===== src/rtl/numbotron_pkg.sv =====
// numbotron_pkg
// Shared definitions for the numbotron sequencer: default sizes, instruction
// field positions, opcode encoding and the instruction-pointer wrap helper.
package numbotron_pkg;

  localparam int NUM_INSN = 25;
  localparam int NUM_REGS = 8;
  localparam int IW       = 10;
  localparam int AW       = 5;   // instruction pointer / program address width
  localparam int RW       = 3;   // register select width

  localparam int OP_MSB  = 9;
  localparam int OP_LSB  = 8;
  localparam int REG_MSB = 7;
  localparam int REG_LSB = 5;
  localparam int TGT_MSB = 4;
  localparam int TGT_LSB = 0;

  typedef enum logic [1:0] {
    OP_NOP   = 2'b00,
    OP_INC   = 2'b01,
    OP_DECJZ = 2'b10,
    OP_HALT  = 2'b11
  } op_t;

  // Sequential successor of ip in a program of n instructions.
  function automatic logic [AW-1:0] ip_next(input logic [AW-1:0] ip, input int n);
    return (int'(ip) >= n - 1) ? '0 : ip + 1'b1;
  endfunction

endpackage


===== src/rtl/numbotron_sequencer_if.sv =====
// numbotron_sequencer_if
// Control, program-write and status bundle of the numbotron sequencer.
//   master : driver side (run controls, program port, reg_zero flags)
//   slave  : sequencer side (strobes, ip, status flags)
interface numbotron_sequencer_if #(
  parameter int NUM_REGS = numbotron_pkg::NUM_REGS,
  parameter int IW       = numbotron_pkg::IW
);
  logic                      tick;
  logic                      step_mode;
  logic                      step_req;
  logic                      run_en;
  logic                      prog_we;
  logic [numbotron_pkg::AW-1:0] prog_addr;
  logic [IW-1:0]             prog_wdata;
  logic [NUM_REGS-1:0]       reg_zero;
  logic [NUM_REGS-1:0]       inc_regs;
  logic [NUM_REGS-1:0]       dec_regs;
  logic [numbotron_pkg::AW-1:0] ip;
  logic                      running;
  logic                      halted;
  logic                      fault;

  modport master (
    output tick, step_mode, step_req, run_en, prog_we, prog_addr, prog_wdata, reg_zero,
    input  inc_regs, dec_regs, ip, running, halted, fault
  );

  modport slave (
    input  tick, step_mode, step_req, run_en, prog_we, prog_addr, prog_wdata, reg_zero,
    output inc_regs, dec_regs, ip, running, halted, fault
  );
endinterface


===== src/rtl/numbotron_progmem.sv =====
// numbotron_progmem
// Program store: NUM_INSN words of IW bits, synchronous write, combinational read.
// Contents are deliberately not reset so a program survives a sequencer reset.
//   clk      : system clock
//   i_we     : write enable (already qualified by the sequencer)
//   i_waddr  : write address, out-of-range writes dropped
//   i_wdata  : write data
//   i_raddr  : read address
//   o_rdata  : read data (0 for out-of-range addresses)
module numbotron_progmem
  import numbotron_pkg::*;
#(
  parameter int NUM_INSN = numbotron_pkg::NUM_INSN,
  parameter int IW       = numbotron_pkg::IW
) (
  input  logic          clk,
  input  logic          i_we,
  input  logic [AW-1:0] i_waddr,
  input  logic [IW-1:0] i_wdata,
  input  logic [AW-1:0] i_raddr,
  output logic [IW-1:0] o_rdata
);

  logic [IW-1:0] r_mem [NUM_INSN];

  always_ff @(posedge clk) begin
    if (i_we && (int'(i_waddr) < NUM_INSN)) r_mem[i_waddr] <= i_wdata;
  end

  assign o_rdata = (int'(i_raddr) < NUM_INSN) ? r_mem[i_raddr] : '0;

endmodule


===== src/rtl/numbotron_sequencer.sv =====
// numbotron_sequencer
// Tiny counter-machine sequencer: steps a stored program one instruction per
// advance event (tick, or step_req rising edge in single-step mode) and issues
// one-cycle increment/decrement strobes to an external register file.
//   clk  : system clock
//   rstb : asynchronous reset, active high
//   bus  : control/program/status bundle (slave side)
//
// state | meaning
// EDIT  | program may be written, ip held at 0
// IDLE  | running, waiting for an advance event
// FETCH | instruction at ip decoded, strobe/ip registered at this edge
// EXEC  | strobe and new ip visible for exactly this cycle
// HALT  | stopped by HALT or fault until run_en drops
module numbotron_sequencer
  import numbotron_pkg::*;
#(
  parameter int NUM_INSN = numbotron_pkg::NUM_INSN,
  parameter int NUM_REGS = numbotron_pkg::NUM_REGS,
  parameter int IW       = numbotron_pkg::IW
) (
  input logic              clk,
  input logic              rstb,
  numbotron_sequencer_if.slave bus
);

  typedef enum logic [2:0] {S_EDIT, S_IDLE, S_FETCH, S_EXEC, S_HALT} state_t;

  state_t              r_state;
  logic [AW-1:0]       r_ip;
  op_t                 r_ir_op;
  logic [NUM_REGS-1:0] r_inc;
  logic [NUM_REGS-1:0] r_dec;
  logic                r_running;
  logic                r_halted;
  logic                r_fault;
  logic                r_step_q;

  logic                w_adv;
  logic                w_we;
  logic [IW-1:0]       w_insn;
  op_t                 w_op;
  logic [RW-1:0]       w_reg;
  logic [AW-1:0]       w_tgt;
  logic                w_tgt_bad;
  logic                w_zero;
  logic [NUM_REGS-1:0] w_onehot;

  assign w_adv = bus.step_mode ? (bus.step_req & ~r_step_q) : bus.tick;
  assign w_we  = bus.prog_we && (r_state == S_EDIT);

  numbotron_progmem #(.NUM_INSN(NUM_INSN), .IW(IW)) u_progmem (
    .clk     (clk),
    .i_we    (w_we),
    .i_waddr (bus.prog_addr),
    .i_wdata (bus.prog_wdata),
    .i_raddr (r_ip),
    .o_rdata (w_insn)
  );

  assign w_op      = op_t'(w_insn[OP_MSB:OP_LSB]);
  assign w_reg     = w_insn[REG_MSB:REG_LSB];
  assign w_tgt     = w_insn[TGT_MSB:TGT_LSB];
  assign w_tgt_bad = int'(w_tgt) >= NUM_INSN;
  assign w_zero    = bus.reg_zero[w_reg];
  assign w_onehot  = NUM_REGS'(1) << w_reg;

  // Decode happens at the FETCH edge so strobes are registered yet still
  // appear two cycles after the advance event.
  always_ff @(posedge clk or posedge rstb) begin
    if (rstb) begin
      r_state   <= S_IDLE;
      r_ip      <= '0;
      r_ir_op   <= OP_NOP;
      r_inc     <= '0;
      r_dec     <= '0;
      r_running <= 1'b1;
      r_halted  <= 1'b0;
      r_fault   <= 1'b0;
      r_step_q  <= 1'b0;
    end else begin
      r_step_q <= bus.step_req;
      r_inc    <= '0;
      r_dec    <= '0;
      case (r_state)
        S_EDIT: begin
          r_ip <= '0;
          if (bus.run_en) begin
            r_state   <= S_IDLE;
            r_running <= 1'b1;
            r_fault   <= 1'b0;
          end
        end
        S_IDLE: begin
          if (!bus.run_en) begin
            r_state   <= S_EDIT;
            r_ip      <= '0;
            r_running <= 1'b0;
          end else if (w_adv) begin
            r_state <= S_FETCH;
          end
        end
        S_FETCH: begin
          r_ir_op <= w_op;
          r_state <= S_EXEC;
          case (w_op)
            OP_NOP: r_ip <= ip_next(r_ip, NUM_INSN);
            OP_INC: begin
              r_inc <= w_onehot;
              r_ip  <= ip_next(r_ip, NUM_INSN);
            end
            OP_DECJZ: begin
              if (w_tgt_bad) begin
                r_fault <= 1'b1;
              end else if (w_zero) begin
                r_ip <= w_tgt;
              end else begin
                r_dec <= w_onehot;
                r_ip  <= ip_next(r_ip, NUM_INSN);
              end
            end
            default: ;
          endcase
        end
        S_EXEC: begin
          // run_en is checked only here so a dropped run_en never cuts a strobe.
          if (!bus.run_en) begin
            r_state   <= S_EDIT;
            r_ip      <= '0;
            r_running <= 1'b0;
          end else if (r_fault || (r_ir_op == OP_HALT)) begin
            r_state   <= S_HALT;
            r_running <= 1'b0;
            r_halted  <= 1'b1;
          end else begin
            r_state <= S_IDLE;
          end
        end
        S_HALT: begin
          if (!bus.run_en) begin
            r_state  <= S_EDIT;
            r_ip     <= '0;
            r_halted <= 1'b0;
          end
        end
        default: r_state <= S_IDLE;
      endcase
    end
  end

  assign bus.inc_regs = r_inc;
  assign bus.dec_regs = r_dec;
  assign bus.ip       = r_ip;
  assign bus.running  = r_running;
  assign bus.halted   = r_halted;
  assign bus.fault    = r_fault;

endmodule


===== src/flat_wrapper.sv =====
// flat-port wrapper written by rule: the top's interface ports become plain ports
module numbotron_sequencer_flat import numbotron_pkg::*;
#(
  parameter int NUM_INSN = numbotron_pkg::NUM_INSN,
  parameter int NUM_REGS = numbotron_pkg::NUM_REGS,
  parameter int IW       = numbotron_pkg::IW
)
  (clk, rstb, bus_tick, bus_step_mode, bus_step_req, bus_run_en, bus_prog_we, bus_prog_addr, bus_prog_wdata, bus_reg_zero, bus_inc_regs, bus_dec_regs, bus_ip, bus_running, bus_halted, bus_fault);
  numbotron_sequencer_if #(.NUM_REGS(NUM_REGS), .IW(IW)) bus_i ();
  input logic clk;
  input logic rstb;
  input wire logic [$bits(bus_i.tick)-1:0] bus_tick;
  input wire logic [$bits(bus_i.step_mode)-1:0] bus_step_mode;
  input wire logic [$bits(bus_i.step_req)-1:0] bus_step_req;
  input wire logic [$bits(bus_i.run_en)-1:0] bus_run_en;
  input wire logic [$bits(bus_i.prog_we)-1:0] bus_prog_we;
  input wire logic [$bits(bus_i.prog_addr)-1:0] bus_prog_addr;
  input wire logic [$bits(bus_i.prog_wdata)-1:0] bus_prog_wdata;
  input wire logic [$bits(bus_i.reg_zero)-1:0] bus_reg_zero;
  output wire logic [$bits(bus_i.inc_regs)-1:0] bus_inc_regs;
  output wire logic [$bits(bus_i.dec_regs)-1:0] bus_dec_regs;
  output wire logic [$bits(bus_i.ip)-1:0] bus_ip;
  output wire logic [$bits(bus_i.running)-1:0] bus_running;
  output wire logic [$bits(bus_i.halted)-1:0] bus_halted;
  output wire logic [$bits(bus_i.fault)-1:0] bus_fault;
  assign bus_i.tick = bus_tick;
  assign bus_i.step_mode = bus_step_mode;
  assign bus_i.step_req = bus_step_req;
  assign bus_i.run_en = bus_run_en;
  assign bus_i.prog_we = bus_prog_we;
  assign bus_i.prog_addr = bus_prog_addr;
  assign bus_i.prog_wdata = bus_prog_wdata;
  assign bus_i.reg_zero = bus_reg_zero;
  assign bus_inc_regs = bus_i.inc_regs;
  assign bus_dec_regs = bus_i.dec_regs;
  assign bus_ip = bus_i.ip;
  assign bus_running = bus_i.running;
  assign bus_halted = bus_i.halted;
  assign bus_fault = bus_i.fault;
  numbotron_sequencer #(.NUM_INSN(NUM_INSN), .NUM_REGS(NUM_REGS), .IW(IW)) u_core (.clk(clk), .rstb(rstb), .bus(bus_i));
endmodule

===== config.mk =====
export PLATFORM = sky130hd
export DESIGN_NAME = numbotron_sequencer_flat
export DESIGN_NICKNAME = d
export VERILOG_FILES = /design/src/rtl/numbotron_pkg.sv /design/src/rtl/numbotron_sequencer_if.sv /design/src/rtl/numbotron_progmem.sv /design/src/rtl/numbotron_sequencer.sv /design/src/flat_wrapper.sv
export SDC_FILE = /design/constraint.sdc
export NUM_CORES = 1
export LEC_CHECK = 0
export ABC_AREA = 0
export CORE_ASPECT_RATIO = 1.1
export CORE_MARGIN = 4
export CORE_UTILIZATION = 60
export DETAILED_ROUTE_END_ITERATION = 6
export PLACE_DENSITY = 0.79
export SLEW_MARGIN = 25
export SYNTH_ARGS = -nofsm -noshare
export SYNTH_HDL_FRONTEND = slang
export SYNTH_SLANG_ARGS = --single-unit

===== constraint.sdc =====
create_clock -name clk -period 3.4 [get_ports clk]
set_input_delay 0.51 -clock clk [delete_from_list [all_inputs] [get_ports clk]]
set_output_delay 0.51 -clock clk [all_outputs]
set_load 0.05 [all_outputs]

==> reports/qor.yml, run 1 <==
status: "finished clean"
layout_commonest_cell: "edfxtp_1"
yosysSeqAreaShare_pct: 72.1
p_leak_uw: 0.00447
grt_pass1_vias: 6860
drive_gt1_share_pct: 21.5
min_period_ns: 3.13
drt-vias-per-instance: 6.43
grt_max_degree: 26
drc: 0
fillers: 1126
hold_viol: 0
min_period_over_period_pct: 92.1
hpwl_mm: 17.3
ioPinCount: 54
yosysUniqueCellTypes: 68
ant_nets: 0
ir_worst_vdd_mv: 0.625
cts_root_buf: "clkbuf_16"
post-place-cells: 982
min-delay-path-class: "input port to async pin"
fmax_ghz: 0.319
cts_tree: "yes"
clockBufferDepth: 3
netlist_top_cells_area: "edfxtp_1, mux4_2, dfrtp_1"
clk_pin_slew_ns: 0.07
dr.pass1.iters: 5
antenna_cells: 0
slew_violations: 0
synth-edff-count: 250
die_area_um2: 21400
h-tree-depth: 1
row_count: 52
nets: 801
fp.dieH_um: 153
synth_seq_cells: 280
gp_congestion: 0.925
syn_nets: 694
grt-ovfl-total: 0
antenna_found_initial: 1
grt_pass1_wl_mm: 40.8
tightest_slew_ns: 1.02
skew_ns: 0.0335
worstSetupPathType: "register to register"
cts_buffers: 26
crit_path_start_kind: "register"
clock-sinks: 280
area_delta_synth_final_pct: 17.7
chipWidth_um: 140
crit_arrival_ns: 3.55
finalInstanceArea_um2: 13500
grt_usage_pct: 24.8
final_cells: 1032
power-per-cell-area_nw_per_um2: 565
postSynthAreaPerCell_um2: 17.3
placed_area_um2: 12600
max_slew_margin_pct: 31.6
initial_core_util_pct: 61.6
holdWs_ns: 0.349
drt_wl_total_mm: 26.3
endpoint_kind: "register"
fin_ws_ns: 0.267
synthCells: 662
post-synth-top-area-fraction_pct: 65.5
final_cell_mix: "edfxtp_1, clkdlybuf4s50_1, buf_4"
io_buffer_count: 53
cap_violations: 0
final.setup.tns_ns: 0
finalSetupViolCount: 0
dp_slack_ns: 0.195
wl_per_cell_um: 25.4
core_um2: 18600
num_vias: 6638
required_ns: 3.82
async_flop_share_pct: 10.7
yosys.area.top_type: "edfxtp_1"
ys.flop_type: "edfxtp_1"
synth_warnings: 0
rsz0062_at_grt: "false"
synth_area_um2: 11500
drt_iter0_drc: 718
worstPathMaxFanout: 25
clkLatencyLatePin_ns: 0.54
==> metal layers <==
layer  share of wire, %  vias up  track usage, %
met5              0.050        -               0
met4                1.9        2            6.55
met3                7.1       44            4.03
met2                 51      305            41.3
met1                 40     3417            34.8
li1                   -     2870               -
==> critical path: stages, from the launching register on <==
cell	delay, ns
dfrtp_1	0.65
buf_12	0.27
mux2i_1	0.22
nand3_1	0.10
nand4_1	0.26
nand3_1	0.23
o21ai_0	0.31
a2111oi_2	0.11
buf_4	0.18
or3_4	0.40
o311ai_2	0.25
==> flip-flops by register name (all words and copies together) (netlist names) <==
register                flops
u_core.bus.dec_regs         8
u_core.u_progmem.r_mem    250
u_core.bus.ip               5
u_core.r_state              3
u_core.bus.inc_regs         8
u_core.bus.fault            1
u_core.bus.running          1
u_core.r_ir_op              2
u_core.bus.halted           1
u_core.r_step_q             1
==> cells by family (layout without fill, tap and decap cells) <==
group / Yosys count / in the layout / share of synthesized area, %
adder cells (fa/ha/maj): 2 / 2 / 0.218
flip-flops: 280 / 280 / 72.1
AND/OR/NAND/NOR: 174 / 174 / 7.75
buffers and inverters: 41 / 168 / 1.86
multiplexers: 90 / 90 / 13.2
XOR/XNOR: 1 / 1 / 0.0764
AO/OA/AOI/OAI: 74 / 74 / 4.81
==> layout make-up <==
class                      instances  area (µm²)  share of cell area (%)
sequential                       280        8270                    61.3
timing repair buffer             110        1030                    7.66
inverter                          10        37.5                   0.278
tap                              243         304                    2.25
multi-input combinational        341        2990                    22.2
clock inverter                    18         196                    1.46
clock buffer                      30         666                    4.93
==> stage by stage <==
stage                     util (%)  total power [µW]
after floorplan                  -              4460
after global placement        67.7              4730
after detailed placement      67.7              4750
after CTS                     72.4              7640
after global routing          72.5              7900
final                         72.5              7620
==> final timing paths <==
| path | start | end | slack [ns] | cells after the start |
|---|---|---|---|---|
| min in group clk | bus_step_req | u_core.r_step_q | 0.47 | 1 |
| worst max-delay path | u_core.bus.ip[2] | u_core.bus.ip[0] | 0.27 | 10 |
| worst max register to register | u_core.bus.ip[2] | u_core.bus.ip[0] | 0.27 | 10 |
| worst min register to register | u_core.r_ir_op[1] | u_core.r_ir_op[1] | 0.50 | 2 |
| max in group asynchronous | rstb | u_core.bus.dec_regs[0] | 2.39 | 3 |
| worst min-delay path | rstb | u_core.bus.ip[2] | 0.35 | 2 |
==> cell usage after synthesis, types with 5 or more instances <==
library cell,n
a21oi_1,14
and3_1,5
buf_2,14
clkbuf_1,9
dfrtp_1,28
edfxtp_1,250
inv_1,10
mux2i_1,38
mux4_2,49
nand2_1,33
nand2b_1,9
nand3_1,17
nand3b_1,5
nand4_1,9
nor2_1,50
nor2b_1,7
nor3_1,5
nor4_1,10
o211ai_1,5
o21ai_0,9
o22ai_1,7
==> what timing repair did <==
item                                    4_1_cts  5_1_grt
resized for setup                             0        0
hold buffers                                  0        0
buffers inserted                              0        2
endpoints found under the setup margin        0        3
==> power by group <==
group,switching (µW),internal (µW),leakage [µW]
registers,43.7,3800,0.00265
clock network,1210,1710,0.000422
logic,483,377,0.00141
Note: power is estimated with default switching activity, not from simulation.
==> inputs of run 2 (changes only) <==
- SETUP_SLACK_MARGIN: not set -> 0.3
- TNS_END_PERCENT: not set -> 10
==> reports/qor.yml, run 2 (synthesis gave the netlist of run 1 again) <==
row_count: 52  # unchanged
crit_path_start_kind: "register"
grt-ovfl-total: 0  # unchanged
multi_input_area_um2: 3020  # +1.0%
cp.buffers_inverters: 2  # unchanged
fillers: 1116  # -0.89%
p_leak_uw: 0.00441  # -1.3%
fp.dieH_um: 153  # unchanged
dp_slack_ns: 0.219  # +0.0239 ns
cts_tree: "yes"
status: "finished, violations left"
fin_ws_ns: 0.248  # -0.0186 ns
hold_viol: 0  # unchanged
ir_worst_vdd_mv: 0.381  # -39%
min_period_ns: 3.15  # +0.0186 ns
num_vias: 6727  # +1.3%
regMostFlops: "u_core.u_progmem.r_mem"
skew_ns: 0.00994  # -0.0236 ns
layout_commonest_cell: "edfxtp_1"
endpoint_kind: "register"
cts_root_buf: "clkbuf_16"
drt-vias-per-instance: 6.54  # +1.6%
drive_gt1_share_pct: 22.4  # +0.85 points
clock-sinks: 280  # unchanged
clk_pin_slew_ns: 0.06  # about the same
die_area_um2: 21400  # unchanged
nets: 798  # -0.37%
crit_path_top_delay_cell: "dfrtp_4"
min_period_over_period_pct: 92.7  # +0.55 points
grt_pass1_wl_mm: 40.0  # -2.0%
io_buffer_count: 53  # unchanged
required_ns: 3.83  # about the same
wl_per_cell_um: 25.4  # -0.25%
min-delay-path-class: "input port to async pin"
crit_arrival_ns: 3.58  # +0.03 ns
ioPinCount: 54  # unchanged
rsz0062_at_grt: "true"
cts_buffers: 26  # unchanged
ctsHoldBuffers: 0  # unchanged
hpwl_mm: 16.5  # -4.9%
final.setup.tns_ns: 0  # unchanged
finalSetupViolCount: 0  # unchanged
initial_core_util_pct: 61.6  # unchanged
drt_wl_total_mm: 26.1  # -0.54%
cap_violations: 0  # unchanged
final_cell_mix: "edfxtp_1, clkdlybuf4s50_1, nor2_1, buf_4, mux4_2"
grt_max_degree: 31  # +19%
slew_violations: 0  # unchanged
clockBufferDepth: 3  # unchanged
chipWidth_um: 140  # unchanged
fmax_ghz: 0.317  # -0.59%
area_delta_synth_final_pct: 17.0
drt_iter0_drc: 791  # +10%
antenna_cells: 0  # unchanged
drc: 2  # +2
largest_register_ffs: 250  # unchanged
clkLatencyLatePin_ns: 0.53  # about the same
worstPathMaxFanout: 8  # -68%
violations: "design-rule violations"
ant_nets: 0  # unchanged
path_delay_family: "multiplexers"
critical-path-max-stage-delay_ns: 0.53  # -0.12 ns
power-per-cell-area_nw_per_um2: 552  # -2.2%
core_um2: 18600  # unchanged
grt_pass1_vias: 6831  # -0.42%
gp_congestion: 1.02  # +9.9%
regArea_um2: 8270  # about the same
antenna_found_initial: 1  # unchanged
tightest_slew_ns: 0.937  # -0.0857 ns
h-tree-depth: 1  # unchanged
path_cells: "buf_4 > buf_4 > mux4_2 > mux4_2 > o2bb2ai_1 > or3_4 > or3_4 > o311ai_2"
dr.pass1.iters: 7  # +2
grt_usage_pct: 24.3  # -0.52 points
max_slew_margin_pct: 37.3  # +5.7 points
worstSetupPathType: "register to register"
[run 2: worst reg2reg max path: cells and delay by family, from the launching register on]
| family | cells | cell delay, ns |
|---|---|---|
| mux | 2 | 1.01 |
| simple gates | 2 | 0.75 |
| flops | 1 | 0.53 |
| compound gates | 2 | 0.41 |
| buf+inv | 2 | 0.34 |
[run 2: area by class of cell]
type	instances	area share [%]
sequential	280	61.7
inverter	10	0.280
clock buffer	31	5.15
clock inverter	17	0.746
tap	243	2.27
multi-input combinational	341	22.5
timing repair buffer	107	7.35
[run 2: repair_timing]
action / in CTS / in global routing
buffers inserted: 4 / 6
pin swaps: 1 / 1
endpoints found under the setup margin: 11 / 20
resized for setup: 0 / 12
cloned: 0 / 0
[run 2: final timing paths]
kind | start | endpoint | slack (ns) | cells past startpoint
max in group asynchronous | rstb | u_core.bus.ip[0] | 2.58 | 2
min in group clk | bus_step_req | u_core.r_step_q | 0.47 | 1
worst max-delay path | u_core.bus.ip[0] | u_core.bus.ip[0] | 0.25 | 8
worst min register to register | u_core.r_ir_op[0] | u_core.r_ir_op[0] | 0.51 | 2
worst min-delay path | rstb | u_core.bus.inc_regs[0] | 0.38 | 2
worst max register to register | u_core.bus.ip[0] | u_core.bus.ip[0] | 0.25 | 8
[run 2: where the power goes]
group | switching [µW] | internal [µW] | total [µW]
Clock | 1230 | 1460 | 2690
Sequential | 47.8 | 3800 | 3850
Combinational | 492 | 377 | 868
[run 2: per-layer routing]
metal,global-route usage [%],vias to the layer above,part of all wire [%]
li1,-,2854,-
met1,33.3,3363,38
met2,40.3,427,50
met3,4.41,81,8.7
met4,7.75,2,3.0
met5,0,-,0.027
[run 2: metrics by stage]
stage	hold slack [ns]	power (µW)	util, %	cell area (µm²)	cells
after floorplan	0.447	4460	-	11500	662
after global placement	0.485	4690	67.2	12500	971
after detailed placement	0.494	4720	67.2	12500	971
after CTS	0.466	7390	71.6	13300	1023
after global routing	0.431	7650	72.1	13400	1029
final	0.376	7410	72.1	13400	1029
==> inputs of run 3 (changes only) <==
- ABC_AREA: 0 -> 1
- CAP_MARGIN: not set -> 25
- clock period: 3.4 -> 3.7 ns (I/O delays scaled with it)
==> reports/qor.yml, run 3 <==
ys.flop_type: "edfxtp_1"
crit_path_top_delay_cell: "dfrtp_4"
crit_path_start_kind: "register"
hold_viol: 0  # unchanged
yosysUniqueCellTypes: 50  # -26%
ctsHoldBuffers: 0  # unchanged
min-delay-path-class: "input port to async pin"
yosysMostFrequentCell: "edfxtp_1"
synth_area_um2: 11800  # +3.2%
synth_top_cells_by_count: "edfxtp_1, nor2_1, nand2_1"
power-per-cell-area_nw_per_um2: 662  # +20%
cts_tree: "yes"
clockBufferDepth: 3  # unchanged
cts_buffers: 27  # +3.8%
chipWidth_um: 142  # +1.5%
fmax_ghz: 0.351  # +11%
finalSetupViolCount: 0  # unchanged
row_count: 53  # +1.9%
async_flop_share_pct: 10.7  # unchanged
grt_pass1_wl_mm: 42.2  # +5.3%
syn_nets: 1044  # +50%
drive_gt1_share_pct: 10.4  # -12 points
h-tree-depth: 1  # unchanged
finalInstanceArea_um2: 13400  # +0.17%
synth_seq_cells: 280  # unchanged
regMostFlops: "u_core.u_progmem.r_mem"
hpwl_mm: 16.4  # -0.52%
max_slew_margin_pct: 29.6  # -7.8 points
p_leak_uw: 0.00490  # +11%
synth_warnings: 0  # unchanged
post-synth-top-area-fraction_pct: 63.4  # -2.1 points
antenna_found_initial: 0  # -1
grt-ovfl-total: 0  # unchanged
layout_commonest_cell: "edfxtp_1"
crit_arrival_ns: 3.30  # -0.28 ns
nets: 1114  # +40%
grt_usage_pct: 24.8  # +0.52 points
crit_top_cell: "nand2_1"
required_ns: 4.15  # +0.32 ns
synth-edff-count: 250  # unchanged
slew_violations: 0  # unchanged
io_buffer_count: 53  # unchanged
cts_root_buf: "clkbuf_16"
grt_max_degree: 131  # +320%
min_period_ns: 2.85  # -0.301 ns
cap_violations: 0  # unchanged
worstPathMaxFanout: 25  # +17
synthCells: 1012  # +53%
post_cts_resize_count: 0  # unchanged
largest_register_ffs: 250  # unchanged
num_vias: 8174  # +22%
core_um2: 19200  # +3.3%
gp_congestion: 0.916  # -9.9%
antenna_cells: 0  # unchanged
placed_area_um2: 12600  # +0.58%
path_cells: "inv_4 > buf_4 > nand2_1 > nand2_1 > nand2_1 > nand3_1 > nand3_1 > nand2_1 > nand2_1 > nand2_1 > nand2_2 > nand2_1 > nand2_1 > nand2_1 > nand3_2 > nand2_2 > nand4_4 > nor2_1"
drt_wl_total_mm: 27.4  # +5.1%
clk_pin_slew_ns: 0.06  # about the same
drc: 0  # -2
initial_core_util_pct: 61.5  # -0.064 points
clkLatencyLatePin_ns: 0.53  # about the same
rsz0062_at_grt: "false"
dr.pass1.iters: 6  # -1
area_delta_synth_final_pct: 13.5
clock-sinks: 280  # unchanged
status: "finished clean"
final.setup.tns_ns: 0  # unchanged
yosysSeqAreaShare_pct: 69.8  # -2.3 points
drt-vias-per-instance: 6.06  # -7.3%
ir_worst_vdd_mv: 0.572  # +50%
postSynthAreaPerCell_um2: 11.7  # -32%
wl_per_cell_um: 20.3  # -20%
min_period_over_period_pct: 77.0  # -16 points
yosys.area.top_type: "edfxtp_1"
ant_nets: 0  # unchanged
tightest_slew_ns: 1.05  # +0.116 ns
fp.dieH_um: 155  # +1.5%
netlist_top_cells_area: "edfxtp_1, dfrtp_1, nor2_1"
postCtsSetupBuffers: 0  # -4
drt_iter0_drc: 1051  # +33%
critical-path-max-stage-delay_ns: 0.50  # -0.03 ns
die_area_um2: 22000  # +3.1%
worstSetupPathType: "register to register"
skew_ns: 0.0145  # +0.00452 ns
grt_pass1_vias: 7913  # +16%
endpoint_kind: "register"
final_cell_mix: "edfxtp_1, nor2_1, nand2_1"
ioPinCount: 54  # unchanged
## run 3: worst paths after layout
kind	depth (start not counted)	endpoint	slack [ns]	startpoint
worst max-delay path	18	u_core.bus.dec_regs[3]	0.85	u_core.bus.ip[0]
worst min-delay path	2	u_core.bus.inc_regs[2]	0.43	rstb
worst max register to register	18	u_core.bus.dec_regs[3]	0.85	u_core.bus.ip[0]
worst min register to register	2	u_core.r_ir_op[1]	0.50	u_core.r_ir_op[1]
max in group asynchronous	2	u_core.bus.ip[0]	2.80	rstb
min in group clk	1	u_core.r_step_q	0.50	bus_step_req
## run 3: through the flow
| step | total power [µW] | setup WS [ns] | hold slack, ns | cells | utilization, % |
|---|---|---|---|---|---|
| 5_1_grt | 9300 | 0.609 | 0.471 | 1349 | 69.9 |
| 2_1_floorplan | 5630 | 1.30 | 0.453 | 1012 | - |
| 6_report | 8900 | 0.849 | 0.428 | 1349 | 69.9 |
| 4_1_cts | 8880 | 0.809 | 0.431 | 1348 | 69.9 |
| 3_3_place_gp | 6140 | 0.785 | 0.481 | 1299 | 65.4 |
| 3_5_place_dp | 6210 | 0.803 | 0.485 | 1299 | 65.4 |
## run 3: cell type report
type | instances | area [µm²]
clock buffers | 29 | 683
fillers | 1296 | 5800
clock inverters | 20 | 186
well taps | 247 | 309
inverters | 54 | 205
multi-input cells | 633 | 3010
flip-flops and latches | 280 | 8270
repair buffers | 86 | 777
## run 3: critical path: cells and delay by family, from the launching register on
kind / cells / cell delay [ns]
and+or+nand+nor: 16 / 1.74
buffers and inverters: 2 / 0.54
DFF: 1 / 0.50
## run 3: where the power goes
part / switching (µW) / leakage [µW] / internal [µW]
logic: 1890 / 0.00183 / 735
registers: 48.2 / 0.00265 / 3530
clock network: 1140 / 0.000425 / 1550
## run 3: logic make-up (layout without fill, tap and decap cells)
| logic type | after synthesis | after routing | synth area share (%) |
|---|---|---|---|
| DFF | 280 | 280 | 69.8 |
| and+or+nand+nor | 444 | 444 | 15.9 |
| adders and majority gates | 2 | 2 | 0.211 |
| AOI/OAI and AO/OA | 187 | 187 | 9.28 |
| buffers and inverters | 99 | 189 | 4.86 |
## run 3: per-layer routing
| layer | up-vias | global-route usage [%] | share of wire [%] |
|---|---|---|---|
| li1 | 3691 | - | - |
| met1 | 3912 | 33.4 | 37 |
| met2 | 496 | 40.7 | 49 |
| met3 | 75 | 5.10 | 11 |
| met4 | 0 | 8.50 | 3.0 |
| met5 | - | 0 | 0 |
